**src/rtl/dev_bridge_ctrl.sv**
```systemverilog
// rtl/dev_bridge_ctrl.sv - M-stage load/store bridge to two memory-mapped devices
//
// Purpose: decodes the M-stage data address against two device windows,
// latches the access, strobes the selected device until it reports Ready,
// stalls the pipeline meanwhile and returns registered read data.
//
// Optional feature macro: DEV_TIMEOUT_EN (BUSY timeout with BusErr pulse).
//
// Ports:
//   clk, reset                 clock, asynchronous active-high reset
//   Req, We, Addr, WData       M-stage access request (We=1 store)
//   Flush                      kills the M-stage request while IDLE
//   HitDev                     combinational window decode of Addr
//   Dev0_Sel, Dev1_Sel         device strobes (BUSY only)
//   Dev_Addr, Dev_WData        latched address / store data
//   Dev_We                     latched write enable, qualified by BUSY
//   Dev0_Ready, Dev1_Ready     device completion
//   Dev0_RData, Dev1_RData     device read data
//   RData                      registered load data
//   Stall                      pipeline freeze at and before M
//   BusErr                     one-cycle access-failure pulse (DONE)

module dev_bridge_ctrl #(
    parameter int unsigned TIMEOUT = 16
) (
    input  logic        clk,
    input  logic        reset,
    input  logic        Req,
    input  logic        We,
    input  logic [31:0] Addr,
    input  logic [31:0] WData,
    input  logic        Flush,
    output logic        HitDev,
    output logic        Dev0_Sel,
    output logic        Dev1_Sel,
    output logic [31:0] Dev_Addr,
    output logic [31:0] Dev_WData,
    output logic        Dev_We,
    input  logic        Dev0_Ready,
    input  logic        Dev1_Ready,
    input  logic [31:0] Dev0_RData,
    input  logic [31:0] Dev1_RData,
    output logic [31:0] RData,
    output logic        Stall,
    output logic        BusErr
);

    typedef enum logic [1:0] {
        IDLE = 2'd0,
        BUSY = 2'd1,
        DONE = 2'd2
    } state_t;

    localparam logic [7:0] TMO_LAST = 8'(TIMEOUT - 1);

    state_t      state_q, state_d;
    logic [31:0] addr_q, addr_d;
    logic [31:0] wdata_q, wdata_d;
    logic        we_q, we_d;
    logic        idx_q, idx_d;
    logic [31:0] rdata_q, rdata_d;

    logic        hit0, hit1;
    logic        start;
    logic        busy;
    logic        ready_sel;
    logic [31:0] rdata_sel;

    // Each window is 12 bytes (three words) at the bottom of a 16-byte slot.
    assign hit0   = (Addr[31:4] == 28'h00007F0) && (Addr[3:0] <= 4'hB);
    assign hit1   = (Addr[31:4] == 28'h00007F1) && (Addr[3:0] <= 4'hB);
    assign HitDev = hit0 | hit1;

    assign start = (state_q == IDLE) && Req && HitDev && !Flush;
    assign busy  = (state_q == BUSY);

    // Only the latched device is listened to; the other one's Ready is ignored.
    assign ready_sel = idx_q ? Dev1_Ready : Dev0_Ready;
    assign rdata_sel = idx_q ? Dev1_RData : Dev0_RData;

`ifdef DEV_TIMEOUT_EN
    logic [7:0] cnt_q, cnt_d;
    logic       buserr_q, buserr_d;
`else
    logic       unused_tmo;
    assign unused_tmo = ^TMO_LAST;
`endif

    always_comb begin
        state_d  = state_q;
        addr_d   = addr_q;
        wdata_d  = wdata_q;
        we_d     = we_q;
        idx_d    = idx_q;
        rdata_d  = rdata_q;
`ifdef DEV_TIMEOUT_EN
        cnt_d    = cnt_q;
        buserr_d = 1'b0;
`endif
        case (state_q)
            IDLE: begin
                if (start) begin
                    state_d = BUSY;
                    addr_d  = Addr;
                    wdata_d = WData;
                    we_d    = We;
                    idx_d   = hit1;
`ifdef DEV_TIMEOUT_EN
                    cnt_d   = 8'd0;
`endif
                end
            end
            BUSY: begin
                // Flush is deliberately not looked at here: a started device
                // access always runs to completion.
                if (ready_sel) begin
                    state_d = DONE;
                    if (!we_q) begin
                        rdata_d = rdata_sel;
                    end
`ifdef DEV_TIMEOUT_EN
                end else if (cnt_q == TMO_LAST) begin
                    state_d  = DONE;
                    buserr_d = 1'b1;
                    if (!we_q) begin
                        rdata_d = 32'd0;
                    end
                end else begin
                    cnt_d = cnt_q + 8'd1;
`endif
                end
            end
            DONE: begin
                state_d = IDLE;
            end
            default: begin
                state_d = IDLE;
            end
        endcase
    end

    always_ff @(posedge clk or posedge reset) begin
        if (reset) begin
            state_q  <= IDLE;
            addr_q   <= 32'd0;
            wdata_q  <= 32'd0;
            we_q     <= 1'b0;
            idx_q    <= 1'b0;
            rdata_q  <= 32'd0;
`ifdef DEV_TIMEOUT_EN
            cnt_q    <= 8'd0;
            buserr_q <= 1'b0;
`endif
        end else begin
            state_q  <= state_d;
            addr_q   <= addr_d;
            wdata_q  <= wdata_d;
            we_q     <= we_d;
            idx_q    <= idx_d;
            rdata_q  <= rdata_d;
`ifdef DEV_TIMEOUT_EN
            cnt_q    <= cnt_d;
            buserr_q <= buserr_d;
`endif
        end
    end

    assign Dev0_Sel  = busy && !idx_q;
    assign Dev1_Sel  = busy && idx_q;
    assign Dev_Addr  = addr_q;
    assign Dev_WData = wdata_q;
    assign Dev_We    = busy && we_q;
    assign RData     = rdata_q;
    assign Stall     = start || busy;

`ifdef DEV_TIMEOUT_EN
    assign BusErr = buserr_q;
`else
    assign BusErr = 1'b0;
`endif

endmodule

```
**config.mk**
```make
export PLATFORM = sky130hd
export DESIGN_NAME = dev_bridge_ctrl
export DESIGN_NICKNAME = d
export VERILOG_FILES = /design/src/rtl/dev_bridge_ctrl.sv
export SDC_FILE = /design/constraint.sdc
export NUM_CORES = 1
export LEC_CHECK = 0
export BUFFER_PORTS_ARGS = -buffer_cell sky130_fd_sc_hd__buf_2
export CORE_MARGIN = 2
export CORE_UTILIZATION = 47
export CTS_CLUSTER_DIAMETER = 200
export CTS_CLUSTER_SIZE = 28
export DETAILED_ROUTE_END_ITERATION = 6
export PLACE_DENSITY = 0.86
export SYNTH_ARGS = -nofsm -noshare
export SYNTH_HDL_FRONTEND = slang
export SYNTH_SLANG_ARGS = --single-unit
```
**constraint.sdc**
```tcl
create_clock -name clk -period 4.9 [get_ports clk]
set_input_delay 0.245 -clock clk [delete_from_list [all_inputs] [get_ports clk]]
set_output_delay 0.245 -clock clk [all_outputs]
set_load 0.01 [all_outputs]
```
Yosys cells after proc, flatten, opt, wreduce, memory -nomap -nowiden. Cells that the tools add are included.

Register bits after elaboration: 100. Input bits: 135. Output and inout bits: 102. Logic and storage cells: 34.

Magnitude comparators: 1. Equality and inequality tests: 5. Multiplexer cells: 5. Bitwise gates (word level): 2. Reduce and logical (&&, ||, !) cells: 15.

Operators by type and width (number): equality test 28 x 11 -> 1 bit (second input constant) (2); two-way mux 32 bit (1); logical AND 1 bit (8); less-or-equal comparator 4 bit (second input constant) (1); two-way mux 2 bit (2); one-hot mux 2 bit (2 select lines) (1); AND reduction 2 bit (2); AND reduction 3 bit (1); equality test 2 x 1 -> 1 bit (second input constant) (1); logical NOT 1 bit (2); logical NOT 2 bit (1); != test 2 x 1 -> 1 bit (second input constant) (1); != test 2 bit (second input constant) (1); logical OR 1 bit (1); two-way mux 1 bit (1); NOT 1 bit (1); bitwise OR 1 bit (1).

Depth between registers and ports, before layout. Gate-level depths: netlist of the first run.

Depth after elaboration: 7. Depth in mapped cells: 7. Depth with buffers taken out: 4.

Worst setup path after synthesis of the first run. OpenSTA, ideal clock, no wires.

Path type: flip-flop to output port. Start: register state_q[0]. End: output port Stall. Arrival time: 1579 ps. Data required time: 4655 ps. Path slack: 3076 ps. Stages on the path, launching flop included: 6. Path buffers: 2. Cell sequence: dfrtp_1 or4b_4 nor3_4 buf_6 buf_6 or2_2.

Longest elaborated chain between the ends: 5. Elaborated cells between the ends (all ways): 6. Classes of those cells: eq/ne: 1; reduce/logical: 5.

RTL lines: start: declaration (line 56) `state_t state_q, state_d;`; start signal: assignment (line 155) `state_q <= state_d;`; logical NOT 2 bit (line 74) `assign start = (state_q == IDLE) && Req && HitDev && !Flush;`; logical AND 1 bit (3 in series) (line 74); logical OR 1 bit * (line 174) `assign Stall = start || busy;`; end: declaration (line 44) `output logic Stall,`.

Mark *: on every way between the ends. The rest lies on a longest branch, timed or not.

Worst setup path in the final report of the first run. Ends and elaborated chain as after synthesis.

==> impl_metrics.json, run 1 <==
{
  "status": "completed",
  "slew_viol_final": 0,
  "grt_antenna_before_repair": 0,
  "synthCells": 306,
  "cts_sinks": 100,
  "dp_hpwl_mm": 7.72,
  "grt_pass1_vias": 3007,
  "cellLeakagePower_uw": 0.00312,
  "start_util": 0.486,
  "layout-drive-gt1-share": 0.563,
  "cts_root_buffer": "clkbuf_8",
  "grt_pass1_wl_mm": 14.2,
  "place.gp.congestion": 0.782,
  "endpoint_kind": "output pin",
  "cap_violations": 0,
  "cp_data_required_time_ps": 4660,
  "drt_iter0_drc": 56,
  "synth_area_um2": 4010,
  "post_dp_cell_area_um2": 5220,
  "cts_tree": "yes",
  "yosysUniqueCellTypes": 29,
  "hold_class": "in2reg",
  "fin_crit_sh": 0.633,
  "dr_total_vias": 3134,
  "ys_seq_area_frac": 0.624,
  "yosysTopAreaCell": "dfrtp_1",
  "tns_ps": 0,
  "drt_pass1_iterations": 4,
  "syn-num-nets": 441,
  "synth_top_area_share": 0.624,
  "io_pins": 237,
  "cts_max_level": 3,
  "synth_area_leaders": "dfrtp_1 (62%), mux2_2 (11%), mux2i_1 (8.2%)",
  "overflow": 0,
  "path_cells": "or4b_4 > nor3_4 > buf_4 > or2_2 > buf_2",
  "yosys_register_bits": 100,
  "wl_per_cell_um": 15.1,
  "setup_violations": 0,
  "stdcell_area_um2": 5410,
  "syn2layout_area_growth_pct": 35.0,
  "mostFrequentLayoutCells": "buf_2 (235), dfrtp_1 (99), mux2_2 (38), mux2i_1 (33), nand2_1 (33)",
  "core-area_um2": 8260,
  "wirelength_mm": 9.75,
  "cts_buffer_depth": 2,
  "num-fill-cells": 656,
  "finClkSkew_ps": 20.3,
  "grt_max_degree": 65,
  "min_period_ps": 3100,
  "critPathMaxStageDelay_ps": 790,
  "cts.reportedPaths.clkPinSlew_ps": 110,
  "diodes": 0,
  "fmax_ghz": 0.322,
  "clock_latency_ps": 360,
  "crit_buf_inv": 2,
  "path_class": "reg2out",
  "crit_family": "simple AND/OR/NAND/NOR gates",
  "die_area_um2": 9290,
  "power_density_nw_per_um2": 266,
  "final_nets": 672,
  "detail-route-antenna-nets": 0,
  "vdd_drop_max_uv": 159,
  "path_max_fanout": 26,
  "cts_buffers": 9,
  "viasPerCell": 4.84,
  "max-slew-margin-rel": 0.318,
  "cp.arrival_ps": 2860,
  "cp-start-kind": "flop",
  "ctsResizeCount": 0,
  "track_usage": 0.203,
  "worst_path_max_delay_cell": "nor3_4",
  "die_w_um": 96.4,
  "final_hold_viol_count": 0,
  "core.rowCount": 33,
  "worstMarginPinSlew_ps": 1020,
  "layout_commonest_cell": "buf_2",
  "rsz0062_at_grt": "no",
  "io_buffers": 235,
  "yosysWarnings": 0,
  "drc": 0,
  "synth.avg_cell_area_um2": 13.1,
  "chipHeight_um": 96.4
}
cells by family after synthesis:
group | synth area share
AO/OA/AOI/OAI | 0.0418
buffers and inverters | 0.0331
flip-flops | 0.624
multiplexers | 0.192
other | 0.000935
AND/OR/NAND/NOR | 0.109
area by class of cell:
class / count / area, um^2 / share of cell area
Tap cell: 105 / 131 / 0.0243
Multi-Input combinational cell: 186 / 1380 / 0.254
Sequential cell: 100 / 2500 / 0.462
Clock buffer: 10 / 138 / 0.0254
Inverter: 1 / 6.26 / 0.00116
Timing Repair Buffer: 239 / 1210 / 0.223
Clock inverter: 6 / 48.8 / 0.00901
cell usage after synthesis (all sizes together):
cell type and count:
and2 2, nor3 2, nand2b 1, or2 8, nor2 3, nor4b 1
dfrtp 100, buf 11, nor4 3, nor2b 21, mux2 39, or4b 1
o21ai 32, and4 1, conb 1, mux2i 33, clkbuf 8, nor4bb 1
a21o 1, or3 1, nand2 33, nand4 2, inv 1
per-stage QoR:
step           hold WS [ps]  worst slack, ps  instances  total power [uW]   util
2_1_floorplan           380             2040        306               899      -
3_3_place_gp            324             2240        630               970  0.632
3_5_place_dp            335             2010        630               977  0.632
4_1_cts                94.7             1790        647              1460  0.656
5_1_grt                94.1             1640        647              1510  0.656
6_report                111             1800        647              1440  0.656
flip-flops by register name, indices dropped and copies added, names as in the netlist:
signal	flops
we_q	1
Dev_WData	32
RData	32
state_q	2
Dev_Addr	32
idx_q	1
power by group:
part           switching (uW)  internal (uW)  leakage, uW
Combinational            55.2           58.4      0.00167
Clock                     279            203    0.0000904
Sequential               7.09            838      0.00136
metal layers:
metal / vias up / wire length (um) / track usage
li1: 1494 / - / -
met1: 1470 / 3830 / 0.243
met2: 144 / 4880 / 0.340
met3: 26 / 754 / 0.0535
met4: 0 / 281 / 0.101
met5: - / 0 / 0
what timing repair did:
item	CTS	global route
hold endpoints to repair	44	0
buffers inserted	0	0
hold buffers	1	0
worst paths after layout:
kind                            slack (ps)            end         start  cells after the start
max in group asynchronous             3280   Dev_Addr[31]         reset                      4
worst max register to register        2160      RData[15]         idx_q                      4
worst min-delay path                   110   Dev_WData[0]      WData[0]                      2
min in group asynchronous              500  Dev_WData[28]         reset                      3
worst max-delay path                  1800          Stall    state_q[0]                      5
worst min register to register         480   Dev_Addr[13]  Dev_Addr[13]                      1
(Power assumes the default switching activity.)
==> run 2: changes to the inputs <==
--- a/config.mk
+++ b/config.mk
@@ -7,11 +7,11 @@
 export LEC_CHECK = 0
 export BUFFER_PORTS_ARGS = -buffer_cell sky130_fd_sc_hd__buf_2
 export CORE_MARGIN = 2
-export CORE_UTILIZATION = 47
+export CORE_UTILIZATION = 43
 export CTS_CLUSTER_DIAMETER = 200
 export CTS_CLUSTER_SIZE = 28
 export DETAILED_ROUTE_END_ITERATION = 6
-export PLACE_DENSITY = 0.86
+export PLACE_DENSITY = 0.79
 export SYNTH_ARGS = -nofsm -noshare
 export SYNTH_HDL_FRONTEND = slang
 export SYNTH_SLANG_ARGS = --single-unit
==> constraint.sdc (replaced) <==
create_clock -name clk -period 3.1 [get_ports clk]
set_input_delay 0.155 -clock clk [delete_from_list [all_inputs] [get_ports clk]]
set_output_delay 0.155 -clock clk [all_outputs]
set_load 0.01 [all_outputs]
==> run 2 against run 1 <==
  * First-iteration DRC count down 55%
  * Total power grew 65%
  * Sequential share of layout area decreased by 0.46 points
  * Die area increased by 8.9%
  * Flip-flop and latch count unchanged
  * Hold slack worse by 84 ps
  * Core utilization shrank 5.8 points
==> impl_metrics.json, run 2 (synthesis gave the netlist of run 1 again) <==
{
  "drc": 0,
  "diodes": 0,
  "drt_iter0_drc": 25,
  "cts_root_buffer": "clkbuf_8",
  "worstMarginPinSlew_ps": 702,
  "grt_pass1_vias": 3072,
  "ctsResizeCount": 0,
  "layout_commonest_cell": "buf_2",
  "place.gp.congestion": 0.837,
  "cts_buffers": 9,
  "worst_path_max_delay_cell": "or4b_4",
  "overflow": 0,
  "power_density_nw_per_um2": 435,
  "cts_max_level": 3,
  "dr_total_vias": 3106,
  "cap_violations": 0,
  "detail-route-antenna-nets": 0,
  "cts_buffer_depth": 2,
  "rsz0062_at_grt": "no",
  "clock_latency_ps": 360,
  "fin_crit_sh": 0.769,
  "path_max_fanout": 48,
  "syn2layout_area_growth_pct": 36.3,
  "chipHeight_um": 101,
  "cts.reportedPaths.clkPinSlew_ps": 90,
  "max-slew-margin-rel": 0.532,
  "dp_hpwl_mm": 7.09,
  "start_util": 0.438,
  "wl_per_cell_um": 14.0,
  "grt_pass1_wl_mm": 14.4,
  "slew_viol_final": 0,
  "cp_data_required_time_ps": 2940,
  "grt_antenna_before_repair": 0,
  "utilization": 0.597,
  "track_usage": 0.182,
  "layout-drive-gt1-share": 0.558,
  "vdd_drop_max_uv": 242,
  "drt_pass1_iterations": 4,
  "cts_tree": "yes",
  "path_class": "reg2out",
  "cts_sinks": 100,
  "fmax_ghz": 0.419,
  "grt_max_degree": 65,
  "io_pins": 237,
  "crit_family": "simple AND/OR/NAND/NOR gates",
  "mostFrequentLayoutCells": "buf_2 (235), dfrtp_1 (99), mux2_2 (38), mux2i_1 (33), nand2_1 (33)",
  "stdcell_area_um2": 5470,
  "min_period_ps": 2380,
  "path_cells": "or4b_4 > nor3_4 > buf_4 > or2_2 > buf_2",
  "crit_buf_inv": 2,
  "core-area_um2": 9150,
  "final_hold_viol_count": 0,
  "critPathMaxStageDelay_ps": 550,
  "cp-start-kind": "flop",
  "tns_ps": 0,
  "die_area_um2": 10100,
  "cellLeakagePower_uw": 0.00314,
  "final_nets": 674,
  "status": "completed",
  "cp.arrival_ps": 2230,
  "viasPerCell": 4.75,
  "die_w_um": 101,
  "io_buffers": 235,
  "endpoint_kind": "output pin",
  "hold_class": "in2reg",
  "finClkSkew_ps": 11.1,
  "setup_violations": 0,
  "post_dp_cell_area_um2": 5250,
  "wirelength_mm": 9.15,
  "core.rowCount": 35
}
==> run 2: cell types whose count changed in the layout (fill, tap and decap cells not counted), sizes merged <==
cell / delta
clkinv: -3
bufinv: +2
clkbuf: +1
buf: +2
inv: -1
==> run 2: timing repair <==
| action | 4_1_cts | 5_1_grt |
|---|---|---|
| hold buffers | 1 | 0 |
| buffers inserted | 0 | 0 |
| endpoints found under the hold margin | 57 | 0 |
==> run 2: area by class of cell <==
| class | instances | area [um^2] |
|---|---|---|
| Timing Repair Buffer | 241 | 1240 |
| Clock inverter | 4 | 75.1 |
| Tap cell | 111 | 139 |
| Sequential cell | 100 | 2500 |
| Fill cell | 763 | 3680 |
| Clock buffer | 11 | 131 |
| Multi-Input combinational cell | 186 | 1380 |
| Inverter | 1 | 6.26 |
==> run 2: routing by layer <==
layer / routed length (um) / GRT usage / vias to the layer above
li1: - / - / 1500
met1: 3710 / 0.223 / 1437
met2: 4410 / 0.295 / 151
met3: 796 / 0.0576 / 18
met4: 235 / 0.0790 / 0
met5: 0 / 0 / -
==> run 2: where the power goes <==
group	internal, uW	switching [uW]	total (uW)
registers	1320	11.2	1340
logic	94.1	85.2	179
clock network	451	414	866
total	1870	511	2380
==> run 2: through the flow <==
step	hold WS (ps)	std cells	total power [uW]	setup WS [ps]
4_1_cts	10.1	654	2420	684
2_1_floorplan	290	306	1420	326
5_1_grt	4.46	654	2490	559
3_3_place_gp	319	638	1540	1070
3_5_place_dp	331	638	1540	1020
6_report	27.5	654	2380	716
==> run 2: worst paths after layout <==
path | from | to | slack, ps | cells after the start
worst max register to register | state_q[0] | Dev_WData[20] | 1000 | 4
worst min register to register | Dev_Addr[11] | Dev_Addr[11] | 470 | 1
worst max-delay path | state_q[0] | Stall | 720 | 5
max in group asynchronous | reset | Dev_Addr[22] | 1960 | 4
worst min-delay path | WData[4] | Dev_WData[4] | 30 | 2
min in group asynchronous | reset | Dev_WData[21] | 460 | 3
==> run 3: changes to the inputs <==
==> constraint.sdc (replaced) <==
create_clock -name clk -period 2.48 [get_ports clk]
set_input_delay 0.124 -clock clk [delete_from_list [all_inputs] [get_ports clk]]
set_output_delay 0.124 -clock clk [all_outputs]
set_load 0.01 [all_outputs]
==> run 3 against run 2 <==
  * First-iteration DRC count grew to 5.0 times the previous value
  * Critical path depth unchanged
  * Clock-buffer cell count unchanged
  * Clock skew barely moved
  * Total power is 25% higher
  * Clock power rose by 20%
  * Critical path type unchanged
==> impl_metrics.json, run 3 (synthesis gave the netlist of run 1 again) <==
{
  "layout_commonest_cell": "buf_2",
  "cts_sinks": 100,
  "start_util": 0.438,
  "cap_violations": 0,
  "mostFrequentLayoutCells": "buf_2 (235), dfrtp_1 (99), mux2_2 (38), mux2i_1 (33), nand2_1 (33)",
  "final_hold_viol_count": 0,
  "path_class": "reg2out",
  "io_buffers": 235,
  "ctsResizeCount": 0,
  "layout-drive-gt1-share": 0.531,
  "critPathMaxStageDelay_ps": 550,
  "core-area_um2": 9150,
  "detail-route-antenna-nets": 0,
  "max-slew-margin-rel": 0.633,
  "final_nets": 704,
  "drt_iter0_drc": 125,
  "diodes": 0,
  "drt_pass1_iterations": 4,
  "io_pins": 237,
  "final_cells": 685,
  "status": "completed",
  "grt_max_degree": 101,
  "die_area_um2": 10100,
  "dp.cells": 638,
  "cp_data_required_time_ps": 2360,
  "path_max_fanout": 18,
  "cts.reportedPaths.clkPinSlew_ps": 100,
  "min_period_ps": 2120,
  "cts_tree": "yes",
  "cellLeakagePower_uw": 0.00327,
  "cp.arrival_ps": 2000,
  "preCtsSetupSlack_ps": 576,
  "worstMarginPinSlew_ps": 551,
  "core.rowCount": 35,
  "worst_path_max_delay_cell": "or4b_4",
  "layout_setup_ws_ps": 358,
  "path_cells": "or4b_4 > nor3_4 > buf_4 > or2_2 > buf_2",
  "tns_ps": 0,
  "fmax_ghz": 0.471,
  "dp_hpwl_mm": 6.67,
  "drc": 0,
  "finClkSkew_ps": 11.3,
  "hold_class": "in2reg",
  "post-cts-setup-buffers": 0,
  "fin_crit_sh": 0.856,
  "rsz0062_at_grt": "no",
  "power_density_nw_per_um2": 514,
  "cts_root_buffer": "clkbuf_8",
  "setup_violations": 0,
  "chipHeight_um": 101,
  "grt_pass1_vias": 3187,
  "overflow": 0,
  "viasPerCell": 4.66,
  "cp-start-kind": "flop",
  "cts_max_level": 3,
  "grt_antenna_before_repair": 0,
  "slew_viol_final": 0,
  "cts_buffers": 9,
  "endpoint_kind": "output pin",
  "wirelength_mm": 9.47,
  "place.gp.congestion": 0.801,
  "dr_total_vias": 3189,
  "clock_latency_ps": 340,
  "vdd_drop_max_uv": 294,
  "die_w_um": 101,
  "wl_per_cell_um": 13.8,
  "syn2layout_area_growth_pct": 44.0,
  "cts_buffer_depth": 2,
  "track_usage": 0.182,
  "grt_pass1_wl_mm": 14.8
}
-- run 3: cell type report --
class,count,area [um^2]
fill,748,3380
sequential,100,2500
timing repair buffer,271,1550
multi-input combinational,186,1380
clock buffer,11,141
tap,111,139
clock inverter,5,60.1
inverter,1,7.51
-- run 3: worst paths after layout --
path	from	end	slack, ps	depth (start not counted)
hold reg to reg	Dev_Addr[14]	Dev_Addr[14]	470	1
hold / removal	WData[8]	Dev_WData[8]	20	2
setup / recovery	state_q[0]	Stall	360	5
min in group asynchronous	reset	Dev_WData[7]	480	4
setup reg to reg	state_q[0]	Dev_WData[28]	560	4
max in group asynchronous	reset	idx_q	1620	4
-- run 3: timing repair --
item                                    CTS  global route
hold buffers                             27             4
endpoints found under the hold margin   126             4
endpoints found under the setup margin    0             0
-- run 3: power breakdown --
group | switching [uW] | internal (uW)
clock | 542 | 499
sequential | 14.6 | 1660
combinational | 112 | 148
total | 668 | 2300
-- run 3: through the flow --
stage / utilization / power (uW) / hold WS [ps] / cell area (um^2)
after floorplan: - / 1780 / 259 / 4020
after global placement: 0.575 / 1920 / 314 / 5270
after detailed placement: 0.575 / 1930 / 318 / 5270
after CTS: 0.627 / 3020 / 0.469 / 5740
after global routing: 0.631 / 3110 / 1.64 / 5780
final: 0.631 / 2970 / 18.9 / 5780
-- run 3: routing by layer --
layer,global-route usage,share of wire,up-vias
li1,-,-,1563
met1,0.225,0.41,1475
met2,0.315,0.50,138
met3,0.0451,0.073,13
met4,0.0569,0.015,0
met5,0,0,-
-- run 3: worst max-delay path: cells and delay by family (launching register included) --
family	cells	cell delay [ps]
flip-flops	1	400
AND/OR/NAND/NOR	3	870
buffers and inverters	2	380
